[src/rtl/marsohod2bis_rst_sequencer.sv]
// -----------------------------------------------------------------------------
// marsohod2bis_rst_sequencer
//
// Board-level reset sequencer. It sits between the PLL clock generator and the
// KEY0 push button on one side, and the picorv32 Wishbone SoC on the other.
//
//  * PLL lock and the raw key are brought into the sys_clk domain through
//    2-FF synchronisers.
//  * The key is debounced. A debounced press is either short or long:
//      - a short press produces a one-cycle key_evt_o pulse when it is released;
//      - a long press forces a full reset.
//  * SDRAM reset is released first, then the Wishbone/CPU reset.
//  * Losing PLL lock, or a long key press, re-runs the whole sequence.
//    rst_cause_o records why the last reset happened.
//
// Ports
//  sys_clk_pad_i  in   1  single clock, all logic on the rising edge
//  rst_n_pad_i    in   1  asynchronous active-low reset
//  key_n_i        in   1  raw KEY0, low = pressed, asynchronous to sys_clk
//  pll_locked_i   in   1  PLL lock, asynchronous to sys_clk
//  sdram_rst_o    out  1  SDRAM controller reset, active high
//  wb_rst_o       out  1  Wishbone/CPU reset, active high
//  key_evt_o      out  1  one-cycle pulse when a short press completes
//  rst_cause_o    out  2  0 power-on, 1 PLL lock loss, 2 key long press
//
// CNT_WIDTH must be wide enough to hold the largest of the four *_CYCLES
// parameters. Every *_CYCLES parameter must be at least 1.
// -----------------------------------------------------------------------------
module marsohod2bis_rst_sequencer #(
  parameter int CNT_WIDTH        = 25,
  parameter int DEBOUNCE_CYCLES  = 480000,
  parameter int LONGPRESS_CYCLES = 24000000,
  parameter int SDRAM_RST_CYCLES = 16,
  parameter int WB_RST_CYCLES    = 16
) (
  input  logic       sys_clk_pad_i,
  input  logic       rst_n_pad_i,
  input  logic       key_n_i,
  input  logic       pll_locked_i,
  output logic       sdram_rst_o,
  output logic       wb_rst_o,
  output logic       key_evt_o,
  output logic [1:0] rst_cause_o
);

  // ---------------------------------------------------------------------------
  // Types and constants
  // ---------------------------------------------------------------------------
  typedef enum logic [1:0] {
    S_RESET      = 2'd0,
    S_SDRAM_HOLD = 2'd1,
    S_WB_HOLD    = 2'd2,
    S_RUN        = 2'd3
  } state_t;

  typedef enum logic [1:0] {
    CAUSE_POWER_ON  = 2'd0,
    CAUSE_LOCK_LOSS = 2'd1,
    CAUSE_LONGPRESS = 2'd2
  } cause_t;

  localparam logic [CNT_WIDTH-1:0] CNT_ONE  = CNT_WIDTH'(1);
  localparam logic [CNT_WIDTH-1:0] DB_LAST  = CNT_WIDTH'(DEBOUNCE_CYCLES - 1);
  localparam logic [CNT_WIDTH-1:0] LP_MAX   = CNT_WIDTH'(LONGPRESS_CYCLES);
  localparam logic [CNT_WIDTH-1:0] LP_LAST  = CNT_WIDTH'(LONGPRESS_CYCLES - 1);
  localparam logic [CNT_WIDTH-1:0] SD_LAST  = CNT_WIDTH'(SDRAM_RST_CYCLES - 1);
  localparam logic [CNT_WIDTH-1:0] WB_LAST  = CNT_WIDTH'(WB_RST_CYCLES - 1);

  // ---------------------------------------------------------------------------
  // Input synchronisers
  // ---------------------------------------------------------------------------
  // Lock resets to 0 (not locked). The key resets to 1 (released), so that
  // coming out of reset never looks like a press.
  logic r_key_meta;
  logic r_key_s;
  logic r_lock_meta;
  logic r_lock_s;

  // NOTE: non-blocking assignments make every stage sample the previous
  // stage's old value. With blocking assignments the two flops would collapse
  // into a single one and the metastability protection would be lost.
  always_ff @(posedge sys_clk_pad_i or negedge rst_n_pad_i) begin
    if (!rst_n_pad_i) begin
      r_key_meta  <= 1'b1;
      r_key_s     <= 1'b1;
      r_lock_meta <= 1'b0;
      r_lock_s    <= 1'b0;
    end else begin
      r_key_meta  <= key_n_i;
      r_key_s     <= r_key_meta;
      r_lock_meta <= pll_locked_i;
      r_lock_s    <= r_lock_meta;
    end
  end

  // ---------------------------------------------------------------------------
  // Debouncer
  // ---------------------------------------------------------------------------
  // r_db_cnt counts consecutive cycles on which the synchronised key differs
  // from the debounced value. The debounced value flips on the
  // DEBOUNCE_CYCLES-th such cycle in a row. Any cycle on which they agree
  // restarts the count.
  logic                 r_key_db;
  logic [CNT_WIDTH-1:0] r_db_cnt;
  logic                 w_db_flip;
  logic                 w_key_release;

  assign w_db_flip     = (r_key_s != r_key_db) && (r_db_cnt == DB_LAST);
  assign w_key_release = w_db_flip && !r_key_db;

  always_ff @(posedge sys_clk_pad_i or negedge rst_n_pad_i) begin
    if (!rst_n_pad_i) begin
      r_key_db <= 1'b1;
      r_db_cnt <= '0;
    end else if (r_key_s == r_key_db) begin
      r_db_cnt <= '0;
    end else if (r_db_cnt == DB_LAST) begin
      r_key_db <= r_key_s;
      r_db_cnt <= '0;
    end else begin
      r_db_cnt <= r_db_cnt + CNT_ONE;
    end
  end

  // ---------------------------------------------------------------------------
  // Press duration
  // ---------------------------------------------------------------------------
  // The counter saturates at LONGPRESS_CYCLES rather than at LONGPRESS_CYCLES-1.
  // This has two effects:
  //  * long_press is asserted for exactly one cycle per press;
  //  * when the key is released, a press that already reached the long-press
  //    threshold (counter == LONGPRESS_CYCLES) cannot also produce key_evt_o.
  logic [CNT_WIDTH-1:0] r_press_cnt;
  logic                 w_long_press;

  assign w_long_press = !r_key_db && (r_press_cnt == LP_LAST);

  always_ff @(posedge sys_clk_pad_i or negedge rst_n_pad_i) begin
    if (!rst_n_pad_i) begin
      r_press_cnt <= '0;
    end else if (r_key_db) begin
      r_press_cnt <= '0;
    end else if (r_press_cnt != LP_MAX) begin
      r_press_cnt <= r_press_cnt + CNT_ONE;
    end
  end

  // ---------------------------------------------------------------------------
  // Sequencer FSM: state register
  // ---------------------------------------------------------------------------
  state_t               r_state;
  state_t               w_state_nxt;
  logic [CNT_WIDTH-1:0] r_seq_cnt;
  logic [CNT_WIDTH-1:0] w_seq_cnt_nxt;
  cause_t               r_cause;
  cause_t               w_cause_nxt;
  logic                 r_sdram_rst;
  logic                 r_wb_rst;
  logic                 w_sdram_rst_nxt;
  logic                 w_wb_rst_nxt;

  always_ff @(posedge sys_clk_pad_i or negedge rst_n_pad_i) begin
    if (!rst_n_pad_i) begin
      r_state     <= S_RESET;
      r_seq_cnt   <= '0;
      r_cause     <= CAUSE_POWER_ON;
      r_sdram_rst <= 1'b1;
      r_wb_rst    <= 1'b1;
    end else begin
      r_state     <= w_state_nxt;
      r_seq_cnt   <= w_seq_cnt_nxt;
      r_cause     <= w_cause_nxt;
      r_sdram_rst <= w_sdram_rst_nxt;
      r_wb_rst    <= w_wb_rst_nxt;
    end
  end

  // ---------------------------------------------------------------------------
  // Sequencer FSM: next-state logic
  // ---------------------------------------------------------------------------
  // NOTE: every signal driven here gets its hold value first. A path through
  // the case that left one unassigned would otherwise infer a latch.
  always_comb begin
    w_state_nxt   = r_state;
    w_seq_cnt_nxt = r_seq_cnt;
    w_cause_nxt   = r_cause;

    unique case (r_state)
      S_RESET: begin
        // Leave reset only once the clock is good and nobody is holding the key.
        if (r_lock_s && r_key_db) begin
          w_state_nxt   = S_SDRAM_HOLD;
          w_seq_cnt_nxt = '0;
        end
      end
      S_SDRAM_HOLD: begin
        if (r_seq_cnt == SD_LAST) begin
          w_state_nxt   = S_WB_HOLD;
          w_seq_cnt_nxt = '0;
        end else begin
          w_seq_cnt_nxt = r_seq_cnt + CNT_ONE;
        end
      end
      S_WB_HOLD: begin
        if (r_seq_cnt == WB_LAST) begin
          w_state_nxt   = S_RUN;
          w_seq_cnt_nxt = '0;
        end else begin
          w_seq_cnt_nxt = r_seq_cnt + CNT_ONE;
        end
      end
      S_RUN: begin
        w_state_nxt = S_RUN;
      end
      default: begin
        w_state_nxt = S_RESET;
      end
    endcase

    // Abort conditions override the normal progression. Lock loss takes
    // priority over a long press. While in S_RESET neither condition is
    // acted on, so the cause of the previous reset is kept.
    if (r_state != S_RESET) begin
      if (!r_lock_s) begin
        w_state_nxt   = S_RESET;
        w_seq_cnt_nxt = '0;
        w_cause_nxt   = CAUSE_LOCK_LOSS;
      end else if (w_long_press) begin
        w_state_nxt   = S_RESET;
        w_seq_cnt_nxt = '0;
        w_cause_nxt   = CAUSE_LONGPRESS;
      end
    end
  end

  // ---------------------------------------------------------------------------
  // Sequencer FSM: output logic
  // ---------------------------------------------------------------------------
  // The outputs are decoded from the next state and then registered. As a
  // result each reset output changes on the same edge as the state it
  // belongs to.
  always_comb begin
    w_sdram_rst_nxt = (w_state_nxt == S_RESET) || (w_state_nxt == S_SDRAM_HOLD);
    w_wb_rst_nxt    = (w_state_nxt != S_RUN);
  end

  // ---------------------------------------------------------------------------
  // Short-press event
  // ---------------------------------------------------------------------------
  // The pulse is registered together with the debounced release. It is only
  // reported while the SoC is running; a press that reached the long-press
  // threshold is never reported.
  logic r_key_evt;

  always_ff @(posedge sys_clk_pad_i or negedge rst_n_pad_i) begin
    if (!rst_n_pad_i) begin
      r_key_evt <= 1'b0;
    end else begin
      r_key_evt <= w_key_release && (r_press_cnt < LP_MAX) && (r_state == S_RUN);
    end
  end

  // ---------------------------------------------------------------------------
  // Outputs
  // ---------------------------------------------------------------------------
  assign sdram_rst_o = r_sdram_rst;
  assign wb_rst_o    = r_wb_rst;
  assign key_evt_o   = r_key_evt;
  assign rst_cause_o = r_cause;

endmodule
[config.mk]
export PLATFORM = sky130hd
export DESIGN_NAME = marsohod2bis_rst_sequencer
export DESIGN_NICKNAME = d
export VERILOG_FILES = /design/src/rtl/marsohod2bis_rst_sequencer.sv
export SDC_FILE = /design/constraint.sdc
export NUM_CORES = 1
export LEC_CHECK = 0
export ABC_AREA = 1
export BUFFER_PORTS_ARGS = -buffer_cell sky130_fd_sc_hd__buf_2
export CAP_MARGIN = 20
export CORE_MARGIN = 3
export CORE_UTILIZATION = 40
export DETAILED_ROUTE_END_ITERATION = 7
export HOLD_SLACK_MARGIN = 0.08
export SYNTH_ARGS = -nofsm -noshare
export SYNTH_HDL_FRONTEND = slang
export SYNTH_SLANG_ARGS = --single-unit
[constraint.sdc]
create_clock -name sys_clk_pad_i -period 1.8 [get_ports sys_clk_pad_i]
set_input_delay 0.18 -clock sys_clk_pad_i [delete_from_list [all_inputs] [get_ports sys_clk_pad_i]]
set_output_delay 0.18 -clock sys_clk_pad_i [all_outputs]
set_load 0.02 [all_outputs]
==> results.sh, run 1 <==
export IMPL_status="finished clean"
export IMPL_yosysWarnings=0
export IMPL_diodes=0
export IMPL_final_cells=1014
export IMPL_worstRegToRegCells=9
export IMPL_cts_tree="done"
export IMPL_fin_setup_tns_ns=0
export IMPL_worstSetupPathType="reg2reg"
export IMPL_grt_pass1_wl_microns=24100
export IMPL_dpl_hpwl_microns=10600
export IMPL_multiInputGateArea_sq_um=2870
export IMPL_netlist_area_sq_um=5490
export IMPL_period_share_pct=93.8
export IMPL_worst_slew_pin_slew_ns=0.609
export IMPL_whs_path_depth=0
export IMPL_cp_max_fo=6
export IMPL_syn2layout_area_growth_pct=16.4
export IMPL_final_area_sq_um=6390
export IMPL_fp_dieW_microns=123
export IMPL_place_area_sq_um=5940
export IMPL_core_area_sq_um=13300
export IMPL_ys_seq_area_share_pct=39.7
export IMPL_dieHeight_microns=123
export IMPL_period_minus_slack_ns=1.69
export IMPL_grt_usage_pct=20.0
export IMPL_rows=42
export IMPL_clock_latency_ns=0.35
export IMPL_cts_setup_buffers=0
export IMPL_hold_path_class="reg2reg"
export IMPL_cts_sinks=87
export IMPL_gp_congestion=0.934
export IMPL_arrival_ns=1.92
export IMPL_finalWirelength_microns=14300
export IMPL_fmax_mhz=593
export IMPL_vdd_drop_max_uv=675
export IMPL_num_io_pins=9
export IMPL_vias=5251
export IMPL_portBuffers=8
export IMPL_dr_pass1_iters=5
export IMPL_setup_ws_ns=0.112
export IMPL_max_slew_margin_pct=59.4
export IMPL_dp_cells=995
export IMPL_final_hold_viol_count=0
export IMPL_syn_inst=799
export IMPL_synth_nets=811
export IMPL_clk_pin_slew_ns=0.07
export IMPL_setup_violations_final=0
export IMPL_yosysUniqueCellTypes=38
export IMPL_drt_iter0_drc=447
export IMPL_regArea_sq_um=2180
export IMPL_drive_gt1_share_pct=10.7
export IMPL_viasPerCell=5.18
export IMPL_power_per_cell_area_nw_per_um2=691
export IMPL_routedWlPerCell_microns=14.1
export IMPL_power_leakage_nw=2.90
export IMPL_die_area_sq_um=15200
export IMPL_fill_cells=1365
export IMPL_grt_max_degree=41
export IMPL_maxCapViolCount=0
export IMPL_fin_nets=845
export IMPL_ys_ff_latch=87
export IMPL_final_max_slew_viol_count=0
export IMPL_most_common_layout_cells="nand2_1 (188), nor2_1 (128), inv_1 (103)"
export IMPL_numCtsBuffers=9
export IMPL_grt_pass1_vias=4997
export IMPL_antenna_found_initial=0
export IMPL_start_util_pct=41.2
export IMPL_route_antenna_remaining_nets=0
export IMPL_critPathLaunchType="flop"
export IMPL_worstPathRequired_ns=2.04
export IMPL_avgSynthCellArea_sq_um=6.87
export IMPL_grt_overflow_total=0
export IMPL_finClkSkew_ns=0.00868
export IMPL_root_buffer="clkbuf_16"
export IMPL_clock_path_buffers=2
export IMPL_h_tree_depth=3
export IMPL_layout_commonest_cell="nand2_1"
export IMPL_drc=0
export IMPL_preCtsSetupSlack_ns=0.0913
export IMPL_crit_path_end_kind="flop"
-- cell type report --
class,count,share of cell area [%]
multi-input cells,589,45.0
flip-flops and latches,87,34.2
well taps,176,3.45
repair buffers,37,5.17
clock buffers,9,3.52
inverters,109,6.40
clock inverters,7,2.33
-- Yosys cell counts (all sizes together) --
cell	count	share of area, %
nor2	138	9.9
xnor2	5	0.80
clkinv	1	0.068
nor3	32	3.5
o31ai	1	0.14
o211ai	1	0.14
nand3b	1	0.14
a21o	1	0.14
a2bb2oi	1	0.16
and2	1	0.11
xor2	15	2.4
a31oi	1	0.11
o21a	1	0.14
a21oi	27	2.5
clkbuf	5	0.34
o21bai	2	0.27
nand4	30	3.4
dfrtp	82	37
nand2	195	14
buf	9	0.91
dfstp	5	2.4
ha	8	1.8
o21ai	46	4.2
inv	108	7.4
nand3	81	7.7
nor3b	2	0.36
-- flip-flops by register name, indices dropped and copies added (netlist names), 2 cells and up --
name         flops
r_db_cnt        25
r_press_cnt     25
r_seq_cnt       25
r_state          2
rst_cause_o      2
-- logic make-up after synthesis --
family	count (synthesis)	synth area share, %
xor+xnor	20	3.19
simple gates	480	38.8
compound gates	81	7.75
flops	87	39.7
buf+inv	123	8.70
fa+ha+maj	8	1.82
-- repair_timing --
item                                   in CTS  in global routing
endpoints found under the hold margin      40                  0
resized for setup                           0                 12
setup endpoints to repair                   0                 41
hold buffers                                3                  0
-- report_power, final --
| part | switching [mW] | leakage (nW) | internal (mW) |
|---|---|---|---|
| registers | 0.00834 | 1.18 | 1.97 |
| clock network | 0.832 | 0.183 | 1.52 |
| logic | 0.0620 | 1.54 | 0.0278 |
-- path summary, 6_finish.rpt --
check	from	to	slack (ns)
worst max-delay path	r_seq_cnt[3]	r_seq_cnt[11]	0.11
worst min-delay path	r_key_meta	r_key_s	0.36
worst max register to register	r_seq_cnt[3]	r_seq_cnt[11]	0.11
worst min register to register	r_key_meta	r_key_s	0.36
max in group asynchronous	rst_n_pad_i	r_key_db	0.78
min in group asynchronous	rst_n_pad_i	r_seq_cnt[13]	0.38
-- metal layers --
layer / GRT usage, % / up-vias / part of all wire [%]
li1: - / 2640 / -
met1: 26.3 / 2453 / 45
met2: 32.8 / 129 / 48
met3: 4.48 / 29 / 4.2
met4: 6.37 / 0 / 2.4
met5: 0 / - / 0
-- worst max-delay path: stages (launching register included) --
cell and delay, ns:
dfrtp_1 0.45, nand2_1 0.11, nor2_1 0.20, nand2_1 0.27, inv_1 0.19, nand3_1 0.08, nand3_1 0.09, o211ai_1 0.08
inv_1 0.06, nor2_1 0.04
-- metrics by stage --
| step | hold slack, ns | util [%] | power [mW] |
|---|---|---|---|
| finish | 0.358 | 47.9 | 4.41 |
| global route | 0.367 | 47.9 | 4.58 |
| CTS | 0.359 | 47.6 | 4.48 |
| detailed placement | 0.231 | 44.5 | 2.10 |
| global placement | 0.228 | 44.5 | 2.10 |
| floorplan | -0.116 | - | 2.03 |
(Power assumes the default switching activity.)
==> run 2, diff against run 1 <==
--- a/config.mk
+++ b/config.mk
@@ -9,9 +9,11 @@
 export BUFFER_PORTS_ARGS = -buffer_cell sky130_fd_sc_hd__buf_2
 export CAP_MARGIN = 20
 export CORE_MARGIN = 3
-export CORE_UTILIZATION = 40
+export CORE_UTILIZATION = 59
 export DETAILED_ROUTE_END_ITERATION = 7
 export HOLD_SLACK_MARGIN = 0.08
+export PLACE_DENSITY = 0.78
+export REMOVE_ABC_BUFFERS = 1
 export SYNTH_ARGS = -nofsm -noshare
 export SYNTH_HDL_FRONTEND = slang
 export SYNTH_SLANG_ARGS = --single-unit
==> results.sh, run 2 (synthesis results as in run 1) <==
export IMPL_status="finished clean"
export IMPL_start_util_pct=61.8
export IMPL_drive_gt1_share_pct=10.7
export IMPL_critPathBufInv=3
export IMPL_cp_max_fo=10
export IMPL_cts_tree="done"
export IMPL_regArea_sq_um=2180
export IMPL_power_per_cell_area_nw_per_um2=583
export IMPL_grt_pass1_vias=5189
export IMPL_fin_util_pct=68.5
export IMPL_core_area_sq_um=8890
export IMPL_grt_usage_pct=28.4
export IMPL_route_antenna_remaining_nets=0
export IMPL_rsz0062_at_grt="yes"
export IMPL_final_hold_viol_count=0
export IMPL_arrival_ns=1.98
export IMPL_worstSetupPathType="reg2reg"
export IMPL_power_leakage_nw=2.82
export IMPL_cpLargestDelayFamily="buffers and inverters"
export IMPL_crit_path_end_kind="flop"
export IMPL_grt_overflow_total=0
export IMPL_crit_chain="inv_1 -> ha_1 -> inv_1 -> nor2_2 -> nor2_1 -> buf_4 -> o21ai_0 -> nand2_1 -> a21oi_1"
export IMPL_dr_pass1_iters=5
export IMPL_multiInputGateArea_sq_um=2860
export IMPL_grt_max_degree=44
export IMPL_timing_rr_end="r_seq_cnt[4]"
export IMPL_root_buffer="clkbuf_8"
export IMPL_worst_slew_pin_slew_ns=0.415
export IMPL_drc=0
export IMPL_gp_congestion=0.981
export IMPL_critical_path_most_common_cell="inv_1"
export IMPL_clock_path_buffers=2
export IMPL_fmax_mhz=588
export IMPL_fp_dieW_microns=102
export IMPL_antenna_found_initial=0
export IMPL_cts_sinks=87
export IMPL_vias=5323
export IMPL_h_tree_depth=3
export IMPL_clk_pin_slew_ns=0.09
export IMPL_num_io_pins=9
export IMPL_clock_latency_ns=0.36
export IMPL_fill_cells=793
export IMPL_maxCapViolCount=0
export IMPL_drt_iter0_drc=272
export IMPL_top_regs="r_db_cnt: 25 flops, r_press_cnt: 25 flops, r_seq_cnt: 25 flops"
export IMPL_total_power_mw=3.56
export IMPL_layout_commonest_cell="nand2_1"
export IMPL_period_share_pct=94.4
export IMPL_routedWlPerCell_microns=14.6
export IMPL_numCtsBuffers=9
export IMPL_vdd_drop_max_uv=515
export IMPL_place_area_sq_um=5820
export IMPL_worstRegToRegCells=9
export IMPL_period_minus_slack_ns=1.70
export IMPL_rr_startpoint="r_state[0]"
export IMPL_diodes=0
export IMPL_most_common_layout_cells="nand2_1 (188), nor2_1 (129), inv_1 (102)"
export IMPL_finClkSkew_ns=0.0143
export IMPL_setup_violations_final=0
export IMPL_critPathLaunchType="flop"
export IMPL_cp_slowest_stage_delay_ns=0.41
export IMPL_dieHeight_microns=102
export IMPL_fin_nets=846
export IMPL_reg2reg_slack_ns=0.10
export IMPL_final_area_sq_um=6090
export IMPL_final_max_slew_viol_count=0
export IMPL_grt_pass1_wl_microns=23600
export IMPL_dpl_hpwl_microns=10500
export IMPL_finalWirelength_microns=13800
export IMPL_portBuffers=8
export IMPL_syn2layout_area_growth_pct=10.9
export IMPL_hold_path_class="in2async"
export IMPL_worstPathRequired_ns=2.08
export IMPL_crit_slowest_cell="dfrtp_1"
export IMPL_cts_setup_buffers=0
export IMPL_die_area_sq_um=10500
export IMPL_max_slew_margin_pct=72.2
export IMPL_viasPerCell=5.62
export IMPL_rows=34
## run 2: changes by cell type in the layout (fill, tap and decap cells not counted), moves of 2 or more
cell,delta
bufinv_16,-2
clkbuf_16,-9
clkinv_2,+2
clkbuf_1,+2
inv_6,-2
clkbuf_8,+10
buf_4,+5
buf_12,-4
## run 2: final cells by class
cell class | count | share of cell area [%]
clock buffer | 12 | 2.38
clock inverter | 4 | 1.15
inverter | 109 | 6.71
multi-input combinational | 589 | 47.0
sequential | 87 | 35.9
tap | 108 | 2.22
timing repair buffer | 38 | 4.72
## run 2: per-layer routing
layer	global-route usage, %	wire length, microns	part of all wire (%)
met1	35.4	5900	43
met2	48.8	6890	50
met3	4.78	657	4.8
met4	11.4	357	2.6
met5	0	0	0
## run 2: stage by stage
stage	worst slack, ns	hold WS, ns	std cells	setup TNS, ns
2_1_floorplan	0.136	-0.116	785	0
3_3_place_gp	0.152	0.0944	928	0
3_5_place_dp	0.0619	0.0996	928	0
4_1_cts	0.0532	0.251	947	0
5_1_grt	-0.0362	0.271	947	-0.0808
6_report	0.101	0.255	947	0
## run 2: timing repair
item | in CTS | in global routing
resized for setup | 0 | 11
hold buffers | 3 | 0
endpoints found under the setup margin | 0 | 37
hold endpoints to repair | 61 | 0
## run 2: report_power, final
| group | switching (mW) | total [mW] | internal, mW |
|---|---|---|---|
| Combinational | 0.0577 | 0.0810 | 0.0233 |
| Clock | 0.683 | 1.50 | 0.818 |
| Sequential | 0.00934 | 1.97 | 1.96 |
## run 2: worst max path at each step
| stage | startpoint | end | slack (ns) | depth (start not counted) |
|---|---|---|---|---|
| after CTS | r_press_cnt[0] | r_seq_cnt[4] | 0.05 | 9 |
| after detailed placement | r_press_cnt[1] | r_seq_cnt[4] | 0.06 | 9 |
| after floorplan | r_seq_cnt[0] | wb_rst_o | 0.14 | 10 |
| after global routing | r_press_cnt[16] | r_seq_cnt[9] | -0.04 | 9 |
| after global placement | r_press_cnt[1] | r_press_cnt[20] | 0.15 | 9 |
| final | r_state[0] | r_seq_cnt[4] | 0.10 | 9 |
==> run 3, diff against run 2 <==
--- a/config.mk
+++ b/config.mk
@@ -9,10 +9,10 @@
 export BUFFER_PORTS_ARGS = -buffer_cell sky130_fd_sc_hd__buf_2
 export CAP_MARGIN = 20
 export CORE_MARGIN = 3
-export CORE_UTILIZATION = 59
+export CORE_UTILIZATION = 57
 export DETAILED_ROUTE_END_ITERATION = 7
 export HOLD_SLACK_MARGIN = 0.08
-export PLACE_DENSITY = 0.78
+export PLACE_DENSITY = 0.79
 export REMOVE_ABC_BUFFERS = 1
 export SYNTH_ARGS = -nofsm -noshare
 export SYNTH_HDL_FRONTEND = slang
==> constraint.sdc (replaced) <==
create_clock -name sys_clk_pad_i -period 1.5 [get_ports sys_clk_pad_i]
set_input_delay 0.15 -clock sys_clk_pad_i [delete_from_list [all_inputs] [get_ports sys_clk_pad_i]]
set_output_delay 0.15 -clock sys_clk_pad_i [all_outputs]
set_load 0.02 [all_outputs]
==> results.sh, run 3 (synthesis results as in run 1) <==
export IMPL_drive_gt1_share_pct=38.4
export IMPL_drt_iter0_drc=720
export IMPL_regArea_sq_um=2210
export IMPL_max_slew_margin_pct=77.0
export IMPL_route_antenna_remaining_nets=0
export IMPL_clock_path_buffers=2
export IMPL_clock_power_share_pct=38.8
export IMPL_dieHeight_microns=104
export IMPL_endpoint="r_seq_cnt[4]"
export IMPL_p_comb_share_pct=3.7
export IMPL_h_tree_depth=3
export IMPL_sw_frac_of_total_pct=26.4
export IMPL_pwr_share_seq_pct=57.5
export IMPL_root_buffer="clkbuf_8"
export IMPL_reg2reg_slack_ns=-0.22
export IMPL_worst_slew_pin_slew_ns=0.342
export IMPL_power_per_cell_area_nw_per_um2=533
export IMPL_viasPerCell=6.15
export IMPL_period_share_pct=115
export IMPL_routedWlPerCell_microns=18.5
export IMPL_power_switching_mw=1.09
export IMPL_syn2layout_area_growth_pct=40.8
export IMPL_grt_pass1_wl_microns=27800
export IMPL_setup_violations_final=60
export IMPL_critPathLaunchType="flop"
export IMPL_layout_commonest_cell="nand2_1"
export IMPL_p_int_mw=3.04
export IMPL_fp_dieW_microns=104
export IMPL_fill_cells=539
export IMPL_cp_max_fo=6
export IMPL_place_area_sq_um=6510
export IMPL_dpl_hpwl_microns=11800
export IMPL_clk_pin_slew_ns=0.10
export IMPL_grt_pass1_vias=5996
export IMPL_finalWirelength_microns=19800
export IMPL_power_leakage_nw=3.47
export IMPL_arrival_ns=2.00
export IMPL_crit_path_end_kind="flop"
export IMPL_final_hold_viol_count=0
export IMPL_fmax_mhz=582
export IMPL_rsz0062_at_grt="yes"
export IMPL_vias=6594
export IMPL_maxCapViolCount=0
export IMPL_clock_latency_ns=0.39
export IMPL_grt_max_degree=28
export IMPL_period_minus_slack_ns=1.72
export IMPL_status="finished with violations"
export IMPL_worstSetupPathType="reg2reg"
export IMPL_cts_sinks=87
export IMPL_cts_tree="done"
export IMPL_multiInputGateArea_sq_um=3540
export IMPL_rows=35
export IMPL_final_area_sq_um=7730
export IMPL_dr_pass1_iters=6
export IMPL_start_util_pct=59.2
export IMPL_portBuffers=8
export IMPL_grt_usage_pct=31.2
export IMPL_crit_start="r_press_cnt[9]"
export IMPL_final_max_slew_viol_count=0
export IMPL_numCtsBuffers=9
export IMPL_worstRegToRegCells=9
export IMPL_worstPathRequired_ns=1.78
export IMPL_fin_util_pct=83.3
export IMPL_gp_congestion=1.01
export IMPL_fin_setup_tns_ns=-6.79
export IMPL_most_common_layout_cells="nand2_1 (153), buf_4 (109), nor2_1 (89)"
export IMPL_drc=0
export IMPL_setup_ws_ns=-0.218
export IMPL_die_area_sq_um=10900
export IMPL_core_area_sq_um=9280
export IMPL_violations="setup timing"
export IMPL_fin_nets=950
export IMPL_antenna_found_initial=0
export IMPL_hold_path_class="in2async"
export IMPL_top_regs="r_db_cnt: 25 flops, r_press_cnt: 25 flops, r_seq_cnt: 25 flops"
export IMPL_finClkSkew_ns=0.0163
export IMPL_grt_overflow_total=0
export IMPL_rr_startpoint="r_press_cnt[9]"
export IMPL_vdd_drop_max_uv=752
export IMPL_num_io_pins=9
export IMPL_timing_rr_end="r_seq_cnt[4]"
export IMPL_diodes=0
## run 3: stage by stage
step	std cells	setup WS [ns]	hold WS (ns)	power (mW)
4_1_cts	1066	-0.0443	0.197	4.10
2_1_floorplan	785	-0.164	-0.146	2.44
3_5_place_dp	1033	-0.115	0.0504	2.54
3_3_place_gp	1033	-0.0513	0.0499	2.53
6_report	1072	-0.218	0.203	4.13
5_1_grt	1072	-0.359	0.227	4.26
## run 3: power by group through the flow
stage | registers (mW) | clock network (mW) | logic [mW]
final | 2.37 | 1.60 | 0.153
after detailed placement | 2.41 | 0 | 0.123
after floorplan | 2.41 | 0 | 0.0221
after global routing | 2.37 | 1.71 | 0.167
after CTS | 2.37 | 1.60 | 0.136
after global placement | 2.41 | 0 | 0.118
## run 3: worst min-delay path by stage
stage | cells after the start | to
3_3_place_gp | 1 | r_seq_cnt[12]
2_1_floorplan | 0 | key_evt_o
3_5_place_dp | 1 | r_seq_cnt[12]
5_1_grt | 2 | r_seq_cnt[14]
6_report | 2 | r_seq_cnt[12]
4_1_cts | 2 | r_seq_cnt[12]
## run 3: routing by layer
metal / share of wire (%) / vias up / track usage, %
li1: - / 2864 / -
met2: 50 / 465 / 55.5
met5: 0 / - / 0
met3: 8.1 / 152 / 4.22
met4: 6.4 / 0 / 13.2
met1: 36 / 3113 / 37.9
## run 3: final cells by class
type                       instances  share of cell area [%]
clock inverter                     7                   0.728
inverter                         109                    5.76
tap                              129                    2.09
sequential                        87                    28.6
clock buffer                       9                    1.60
multi-input combinational        589                    45.8
timing repair buffer             142                    15.5
## run 3: timing repair
item,in CTS,in global routing
cloned,2,0
setup buffers,13,9
pin swaps,20,32
resized for setup,87,181
hold buffers,3,0
hold endpoints to repair,84,0
setup endpoints to repair,50,74
## run 3: critical path: stages, from the launching register on
cell and delay (ns):
dfrtp_2 0.47, nor2_1 0.21, nand3_1 0.17, nor2_2 0.12
nand3_2 0.12, nand2_4 0.14, nand2_8 0.10, buf_8 0.17
nand2_1 0.07, a21oi_1 0.04
